### src/rtl/react_pkg.sv
// Shared types and constants for the reaction-timer controller.
package react_pkg;

  typedef enum logic [2:0] {
    IDLE        = 3'd0,
    DELAY       = 3'd1,
    COUNT       = 3'd2,
    DONE        = 3'd3,
    FALSE_START = 3'd4
  } state_t;

  localparam int          MS_W      = 20;
  localparam logic [15:0] LFSR_SEED = 16'hACE1;
  localparam logic [15:0] LFSR_TAPS = 16'hB400;

  // One step of the 16-bit Galois LFSR; a non-zero seed never reaches 0.
  function automatic logic [15:0] lfsr_next(input logic [15:0] cur);
    return cur[0] ? ((cur >> 1) ^ LFSR_TAPS) : (cur >> 1);
  endfunction

endpackage

### src/rtl/reaction_timer_ctrl_if.sv
// Key inputs and display-path outputs of the reaction timer.
// best_ms exists only when REACT_BEST_TIME_EN is defined.
interface reaction_timer_ctrl_if;
  import react_pkg::*;

  logic            start_n;
  logic            stop_n;
  logic            led;
  logic [MS_W-1:0] ms_count;
  logic            done;
  logic            early;
  logic [2:0]      state_o;
`ifdef REACT_BEST_TIME_EN
  logic [MS_W-1:0] best_ms;

  modport master (output start_n, stop_n,
                  input  led, ms_count, done, early, state_o, best_ms);
  modport slave  (input  start_n, stop_n,
                  output led, ms_count, done, early, state_o, best_ms);
`else
  modport master (output start_n, stop_n,
                  input  led, ms_count, done, early, state_o);
  modport slave  (input  start_n, stop_n,
                  output led, ms_count, done, early, state_o);
`endif
endinterface

### src/rtl/key_debounce.sv
// Key conditioning: 2-flop synchronizer, stability debouncer and a one-cycle
// press pulse on the debounced 1->0 transition. Keys are active-low and idle high.
module key_debounce #(
  parameter int DEBOUNCE_CYC = 500000
) (
  input  logic clk,
  input  logic reset_n,
  input  logic key_n_i,
  output logic press_o
);

  localparam int CNT_W = (DEBOUNCE_CYC > 1) ? $clog2(DEBOUNCE_CYC) : 1;
  localparam logic [CNT_W-1:0] CNT_LOAD = CNT_W'(DEBOUNCE_CYC - 1);

  logic             sync1_q, sync2_q;
  logic             level_q, level_d;
  logic             press_q, press_d;
  logic [CNT_W-1:0] cnt_q, cnt_d;

  // Bring the raw key into the clk domain.
  always_ff @(posedge clk or negedge reset_n) begin
    if (!reset_n) begin
      sync1_q <= 1'b1;
      sync2_q <= 1'b1;
    end else begin
      sync1_q <= key_n_i;
      sync2_q <= sync1_q;
    end
  end

  // Down-count while the synced level disagrees; accept it at terminal count.
  always_comb begin
    level_d = level_q;
    cnt_d   = cnt_q;
    press_d = 1'b0;
    if (sync2_q == level_q) begin
      cnt_d = CNT_LOAD;
    end else if (cnt_q == '0) begin
      level_d = sync2_q;
      cnt_d   = CNT_LOAD;
      press_d = ~sync2_q;
    end else begin
      cnt_d = cnt_q - 1'b1;
    end
  end

  // Debounce state and registered press pulse.
  always_ff @(posedge clk or negedge reset_n) begin
    if (!reset_n) begin
      level_q <= 1'b1;
      cnt_q   <= '0;
      press_q <= 1'b0;
    end else begin
      level_q <= level_d;
      cnt_q   <= cnt_d;
      press_q <= press_d;
    end
  end

  assign press_o = press_q;

endmodule

### src/rtl/reaction_timer_ctrl.sv
// Reaction-timer control: key conditioning, pseudo-random pre-LED delay,
// millisecond counting and result presentation for the BCD display path.
// Optional feature macro: REACT_BEST_TIME_EN (adds best_ms minimum tracking).
//
// state       | meaning
// ------------+-----------------------------------------------------
// IDLE        | waiting for the first start press
// DELAY       | random wait before the LED, stop here is a false start
// COUNT       | LED lit, ms_count increments each ms tick
// DONE        | result valid and held, start begins a new round
// FALSE_START | stop pressed during DELAY, start begins a new round
module reaction_timer_ctrl
  import react_pkg::*;
#(
  parameter int TICK_DIV     = 50000,
  parameter int DEBOUNCE_CYC = 500000,
  parameter int MIN_DELAY_MS = 1000,
  parameter int MAX_COUNT    = 999999
) (
  input logic                 clk,
  input logic                 reset_n,
  reaction_timer_ctrl_if.slave bus
);

  localparam int DIV_W = (TICK_DIV > 1) ? $clog2(TICK_DIV) : 1;
  localparam int DLY_W = $clog2(MIN_DELAY_MS + 1025);
  localparam logic [DIV_W-1:0] DIV_LAST = DIV_W'(TICK_DIV - 1);
  localparam logic [MS_W-1:0]  MS_MAX   = MS_W'(MAX_COUNT);
  localparam logic [MS_W-1:0]  MS_LAST  = MS_W'(MAX_COUNT - 1);
  localparam logic [DLY_W-1:0] DLY_MIN  = DLY_W'(MIN_DELAY_MS);

  logic             start_p, stop_p;
  logic [15:0]      lfsr_q, lfsr_d;
  logic [DIV_W-1:0] div_q, div_d;
  logic             tick;
  logic [DLY_W-1:0] delay_load;
  logic             enter_delay, enter_count, enter_done, sat_hit;

  state_t           state_q;
  logic             led_q, done_q, early_q;
  logic [MS_W-1:0]  ms_q;
  logic [DLY_W-1:0] delay_cnt_q;

  key_debounce #(.DEBOUNCE_CYC(DEBOUNCE_CYC)) u_start_key (
    .clk     (clk),
    .reset_n (reset_n),
    .key_n_i (bus.start_n),
    .press_o (start_p)
  );

  key_debounce #(.DEBOUNCE_CYC(DEBOUNCE_CYC)) u_stop_key (
    .clk     (clk),
    .reset_n (reset_n),
    .key_n_i (bus.stop_n),
    .press_o (stop_p)
  );

  assign lfsr_d     = lfsr_next(lfsr_q);
  assign tick       = (div_q == DIV_LAST);
  assign delay_load = DLY_MIN + DLY_W'(lfsr_q[9:0]);

  // Transition decode shared by the divider, FSM and best-time tracker.
  // Stop outranks start/tick in DELAY and COUNT; start outranks stop elsewhere.
  always_comb begin
    enter_delay = 1'b0;
    enter_count = 1'b0;
    sat_hit     = 1'b0;
    enter_done  = 1'b0;
    case (state_q)
      IDLE, DONE, FALSE_START: enter_delay = start_p;
      DELAY:  enter_count = !stop_p && tick && (delay_cnt_q == DLY_W'(1));
      COUNT: begin
        sat_hit    = !stop_p && tick && (ms_q >= MS_LAST);
        enter_done = stop_p || sat_hit;
      end
      default: ;
    endcase
  end

  // Free-running ms divider, realigned on entry to DELAY and COUNT.
  always_comb begin
    if (enter_delay || enter_count || tick) div_d = '0;
    else                                    div_d = div_q + 1'b1;
  end

  // LFSR advances every cycle; divider holds its phase.
  always_ff @(posedge clk or negedge reset_n) begin
    if (!reset_n) begin
      lfsr_q <= LFSR_SEED;
      div_q  <= '0;
    end else begin
      lfsr_q <= lfsr_d;
      div_q  <= div_d;
    end
  end

  // Round sequencing with registered outputs.
  always_ff @(posedge clk or negedge reset_n) begin
    if (!reset_n) begin
      state_q     <= IDLE;
      led_q       <= 1'b0;
      ms_q        <= '0;
      done_q      <= 1'b0;
      early_q     <= 1'b0;
      delay_cnt_q <= '0;
    end else begin
      case (state_q)
        IDLE, DONE, FALSE_START: begin
          if (enter_delay) begin
            state_q     <= DELAY;
            delay_cnt_q <= delay_load;
            ms_q        <= '0;
            led_q       <= 1'b0;
            done_q      <= 1'b0;
            early_q     <= 1'b0;
          end
        end
        DELAY: begin
          if (stop_p) begin
            state_q <= FALSE_START;
            early_q <= 1'b1;
          end else if (enter_count) begin
            state_q <= COUNT;
            led_q   <= 1'b1;
            ms_q    <= '0;
          end else if (tick) begin
            delay_cnt_q <= delay_cnt_q - 1'b1;
          end
        end
        COUNT: begin
          if (enter_done) begin
            state_q <= DONE;
            led_q   <= 1'b0;
            done_q  <= 1'b1;
            if (sat_hit) ms_q <= MS_MAX;
          end else if (tick) begin
            ms_q <= ms_q + 1'b1;
          end
        end
        default: state_q <= IDLE;
      endcase
    end
  end

`ifdef REACT_BEST_TIME_EN
  logic            done_entry_q;
  logic [MS_W-1:0] best_q;

  // Fold the frozen result into the minimum one cycle after entering DONE.
  always_ff @(posedge clk or negedge reset_n) begin
    if (!reset_n) begin
      done_entry_q <= 1'b0;
      best_q       <= MS_MAX;
    end else begin
      done_entry_q <= enter_done;
      if (done_entry_q && (ms_q < best_q)) best_q <= ms_q;
    end
  end

  assign bus.best_ms = best_q;
`endif

  assign bus.led      = led_q;
  assign bus.ms_count = ms_q;
  assign bus.done     = done_q;
  assign bus.early    = early_q;
  assign bus.state_o  = state_q;

endmodule

### src/flat_wrapper.sv
// flat-port wrapper written by rule: the top's interface ports become plain ports
module reaction_timer_ctrl_flat import react_pkg::*;
#(
  parameter int TICK_DIV     = 50000,
  parameter int DEBOUNCE_CYC = 500000,
  parameter int MIN_DELAY_MS = 1000,
  parameter int MAX_COUNT    = 999999
)
  (clk, reset_n, bus_start_n, bus_stop_n, bus_led, bus_ms_count, bus_done, bus_early, bus_state_o);
  reaction_timer_ctrl_if bus_i ();
  input logic clk;
  input logic reset_n;
  input wire logic [$bits(bus_i.start_n)-1:0] bus_start_n;
  input wire logic [$bits(bus_i.stop_n)-1:0] bus_stop_n;
  output wire logic [$bits(bus_i.led)-1:0] bus_led;
  output wire logic [$bits(bus_i.ms_count)-1:0] bus_ms_count;
  output wire logic [$bits(bus_i.done)-1:0] bus_done;
  output wire logic [$bits(bus_i.early)-1:0] bus_early;
  output wire logic [$bits(bus_i.state_o)-1:0] bus_state_o;
  assign bus_i.start_n = bus_start_n;
  assign bus_i.stop_n = bus_stop_n;
  assign bus_led = bus_i.led;
  assign bus_ms_count = bus_i.ms_count;
  assign bus_done = bus_i.done;
  assign bus_early = bus_i.early;
  assign bus_state_o = bus_i.state_o;
  reaction_timer_ctrl #(.TICK_DIV(TICK_DIV), .DEBOUNCE_CYC(DEBOUNCE_CYC), .MIN_DELAY_MS(MIN_DELAY_MS), .MAX_COUNT(MAX_COUNT)) u_core (.clk(clk), .reset_n(reset_n), .bus(bus_i));
endmodule
### config.mk
export PLATFORM = sky130hd
export DESIGN_NAME = reaction_timer_ctrl_flat
export DESIGN_NICKNAME = d
export VERILOG_FILES = /design/src/rtl/react_pkg.sv /design/src/rtl/reaction_timer_ctrl_if.sv /design/src/rtl/key_debounce.sv /design/src/rtl/reaction_timer_ctrl.sv /design/src/flat_wrapper.sv
export SDC_FILE = /design/constraint.sdc
export NUM_CORES = 1
export LEC_CHECK = 0
export BUFFER_PORTS_ARGS = -buffer_cell sky130_fd_sc_hd__buf_2
export CELL_PAD_IN_SITES_DETAIL_PLACEMENT = 0
export CELL_PAD_IN_SITES_GLOBAL_PLACEMENT = 1
export CORE_MARGIN = 10
export CORE_UTILIZATION = 48
export CTS_CLUSTER_SIZE = 24
export DETAILED_ROUTE_END_ITERATION = 8
export PLACE_DENSITY_LB_ADDON = 0.1
export SYNTH_ARGS = -nofsm -noshare
export SYNTH_HDL_FRONTEND = slang
export SYNTH_SLANG_ARGS = --single-unit
### constraint.sdc
create_clock -name clk -period 2.8 [get_ports clk]
set_clock_uncertainty 0.15 [all_clocks]
set_input_delay 0.7 -clock clk [delete_from_list [all_inputs] [get_ports clk]]
set_output_delay 0.7 -clock clk [all_outputs]
set_load 0.01 [all_outputs]
==> impl_metrics.env <==
export IMPL_syn_area_um2=5548
export IMPL_drc=0
export IMPL_period_share=0.9444
export IMPL_synth_cells=552
export IMPL_die_area_um2=16260
export IMPL_dominantRegCellSynth="dfrtp_1"
export IMPL_ys_types=52
export IMPL_vias=4316
export IMPL_worstMarginPinSlew_ns=0.5885
export IMPL_routed_wl_mm=12.25
export IMPL_cp_slowest_stage_delay_ns=0.53
export IMPL_hold_viol_final=0
export IMPL_crit_path_end_kind="flop"
export IMPL_syn_num_nets=564
export IMPL_synthArstFlopShare=1.000
export IMPL_portBuffers=29
export IMPL_start_util=0.4879
export IMPL_hold_class="input port to asynchronous set/reset pin"
export IMPL_cts_tree="built"
export IMPL_fmax_ghz=0.3782
export IMPL_leakagePower_nw=2.865
export IMPL_vias_per_cell=5.664
export IMPL_power_frac_seq=0.435
export IMPL_area_growth_pct=18.88
export IMPL_ant_nets=0
export IMPL_grt_pass1_wl_mm=21.15
export IMPL_die_h_um=127.5
export IMPL_netSwitchingFraction=0.2028
export IMPL_register_area_um2=2895
export IMPL_first_iter_violations=331
export IMPL_finalSetupViolations=0
export IMPL_power_density_nw_per_um2=587.0
export IMPL_io_pins=30
export IMPL_cp_top_family="simple AND/OR/NAND/NOR gates"
export IMPL_num_fill_cells=1003
export IMPL_slowest_stage="or4b_1"
export IMPL_clkSlewWorstSetupHoldPaths_ns=0.05
export IMPL_slew_headroom=0.6047
export IMPL_cp_num_buf_inv=0
export IMPL_drv_slew=0
export IMPL_grt_pass1_vias=4390
export IMPL_gp_congestion=0.8115
export IMPL_critical_path_class="flop to flop"
export IMPL_cts_made_buffers=17
export IMPL_antenna_found_initial=0
export IMPL_yosys_warnings=0
export IMPL_num_antenna_cells=0
export IMPL_synth_seq_area_share=0.5219
export IMPL_path_cells="or4b_1 > or4_4 > a311oi_4 > nor2_2 > a31o_1 > a221oi_2"
export IMPL_core_area_um2=11370
export IMPL_post_cts_buffers=0
export IMPL_grt_setup_unrepaired="no"
export IMPL_worst_skew_pair_late_latency_ns=0.42
export IMPL_cts_root_buf="clkbuf_16"
export IMPL_pwr_share_comb=0.016
export IMPL_place_inst=730
export IMPL_finalNetCount=618
export IMPL_vdd_drop_max_v=0.0006272
export IMPL_synth_edf_count=0
export IMPL_fin_crit_ns=2.644
export IMPL_drt_pass1_iter_count=5
export IMPL_multiInputGateArea_um2=2531
export IMPL_intPower_mw=3.086
export IMPL_hold_buffers=0
export IMPL_setup_tns_ns=0
export IMPL_cts_buffer_depth=2
export IMPL_placementRows=39
export IMPL_total_power_mw=3.871
export IMPL_cp_arrival_ns=2.82
export IMPL_grtUsageTotal=0.1591
export IMPL_cts_htree_levels=4
export IMPL_cap_violations=0
export IMPL_p_clk_frac=0.548
export IMPL_status="completed"
export IMPL_die_width_um=127.5
export IMPL_cp_start_kind="flop"
export IMPL_post_cts_resized=0
export IMPL_place_hpwl_mm=8.358
export IMPL_critPathMaxFanout=14
export IMPL_wl_per_cell_um=16.07
export IMPL_overflow=0
export IMPL_avgSynthCellArea_um2=10.05
export IMPL_fin_cells=762
export IMPL_p_sw_mw=0.7851
export IMPL_final_layout_size_suffix_gt1_frac=0.1680
export IMPL_crit_required_ns=2.97
export IMPL_clkSinkCount=115
export IMPL_ys_ff_latch=115
export IMPL_grt_max_degree=48
## per-stage QoR
stage	setup slack [ns]	area, um^2	util	hold slack [ns]
2_1_floorplan	0.2036	5548	-	0.1830
3_3_place_gp	0.1735	6005	0.5281	0.1894
3_5_place_dp	0.1639	6005	0.5281	0.1977
4_1_cts	0.1565	6595	0.5801	0.09741
5_1_grt	0.04181	6595	0.5801	0.1145
6_report	0.1556	6595	0.5801	0.09865
## synth_stat cells, types with 7 or more instances
library cell / count / area share
dfrtp_1: 101 / 0.46
clkbuf_1: 12 / 0.0081
and3_1: 17 / 0.019
nor2_1: 57 / 0.039
xor2_1: 19 / 0.030
o31ai_1: 11 / 0.015
dfstp_2: 14 / 0.066
or3_1: 10 / 0.011
or4_1: 10 / 0.014
xnor2_1: 31 / 0.049
inv_1: 13 / 0.0088
a21oi_1: 29 / 0.026
nand2b_1: 7 / 0.0079
nor4_1: 10 / 0.011
nand2_1: 61 / 0.041
nand3_1: 25 / 0.023
nor3b_1: 7 / 0.0095
nor3_1: 18 / 0.016
ha_1: 8 / 0.018
o21ai_0: 16 / 0.014
## sequential cells by signal, summed over array words and instances (netlist names), 3 cells and up
name and flops:
u_core.lfsr_q 16, u_core.delay_cnt_q 11, u_core.u_start_key.cnt_q 19, u_core.u_stop_key.cnt_q 19, u_core.bus.state_o 3, u_core.bus.ms_count 20, u_core.div_q 16
## cells by family after synthesis
family | after synthesis | synth area share
and+or+nand+nor | 240 | 0.2174
DFF | 115 | 0.5219
AOI/OAI and AO/OA | 108 | 0.1369
xor gates and xnor gates | 50 | 0.07894
buffers and inverters | 29 | 0.02278
adders and majority gates | 8 | 0.01804
muxes | 2 | 0.004059
## layer usage
layer	global-route usage	share of wire	wire length (um)
met5	0	0	0
met3	0.05873	0.049	603
met4	0.05492	0.015	178
met1	0.1978	0.46	5608
met2	0.2493	0.48	5855
## worst register-to-register path, stage by stage (launching register included)
cell and delay, ns:
dfrtp_1 0.44, or4b_1 0.54, or4_4 0.49, a311oi_4 0.25, nor2_2 0.18, a31o_1 0.26, a221oi_2 0.25
## path summary, 6_finish.rpt
path / start / to / slack [ns] / depth (start not counted)
worst max-delay path: u_core.div_q[11] / u_core.bus.ms_count[2] / 0.16 / 6
worst min-delay path: reset_n / u_core.bus.ms_count[7] / 0.1 / 1
worst max register to register: u_core.div_q[11] / u_core.bus.ms_count[2] / 0.16 / 6
worst min register to register: u_core.u_start_key.sync1_q / u_core.u_start_key.sync2_q / 0.20 / 0
max in group asynchronous: reset_n / u_core.lfsr_q[10] / 1.61 / 2
min in group clk: u_core.u_start_key.sync1_q / u_core.u_start_key.sync2_q / 0.20 / 0
## final cells by class
cell class                      count  area share
Inverter                           13    0.007399
Clock buffer                       23     0.07399
Tap cell                          143     0.02713
Timing Repair Buffer               51     0.05312
Sequential cell                   115      0.4390
Clock inverter                      9     0.01556
Multi-Input combinational cell    408      0.3838
## power by group through the flow
stage                     registers, mW  logic, mW  clock network (mW)
final                              1.69     0.0635                2.12
after global routing               1.69     0.0754                2.25
after global placement             1.71     0.0656                   0
after detailed placement           1.71     0.0674                   0
after floorplan                    1.71     0.0193                   0
after CTS                          1.68     0.0673                2.18
## cells in the final DEF, fill, tap and decap left out, types with 3 or more instances in the layout
cell / netlist / routed
a21oi_1: 29 / 29
a22o_1: 5 / 5
a31oi_1: 5 / 5
and2_1: 3 / 3
and3_1: 17 / 17
and4_1: 3 / 3
buf_12: 0 / 3
buf_2: 2 / 28
buf_4: 0 / 20
clkbuf_16: 0 / 17
clkbuf_8: 0 / 4
clkinv_2: 0 / 4
clkinvlp_4: 0 / 3
dfrtp_1: 101 / 101
dfstp_2: 14 / 14
ha_1: 8 / 8
inv_1: 13 / 13
nand2_1: 61 / 61
nand2b_1: 7 / 7
nand3_1: 25 / 25
nor2_1: 57 / 57
nor2b_1: 3 / 3
nor3_1: 18 / 18
nor3b_1: 7 / 7
nor4_1: 10 / 10
o211ai_1: 5 / 5
o21ai_0: 16 / 16
o22a_1: 6 / 6
o22ai_1: 6 / 6
o2bb2a_1: 6 / 6
o31ai_1: 11 / 10
or3_1: 10 / 10
or4_1: 10 / 10
xnor2_1: 31 / 31
xor2_1: 19 / 19
No activity file was read; power rests on OpenSTA's default activity.
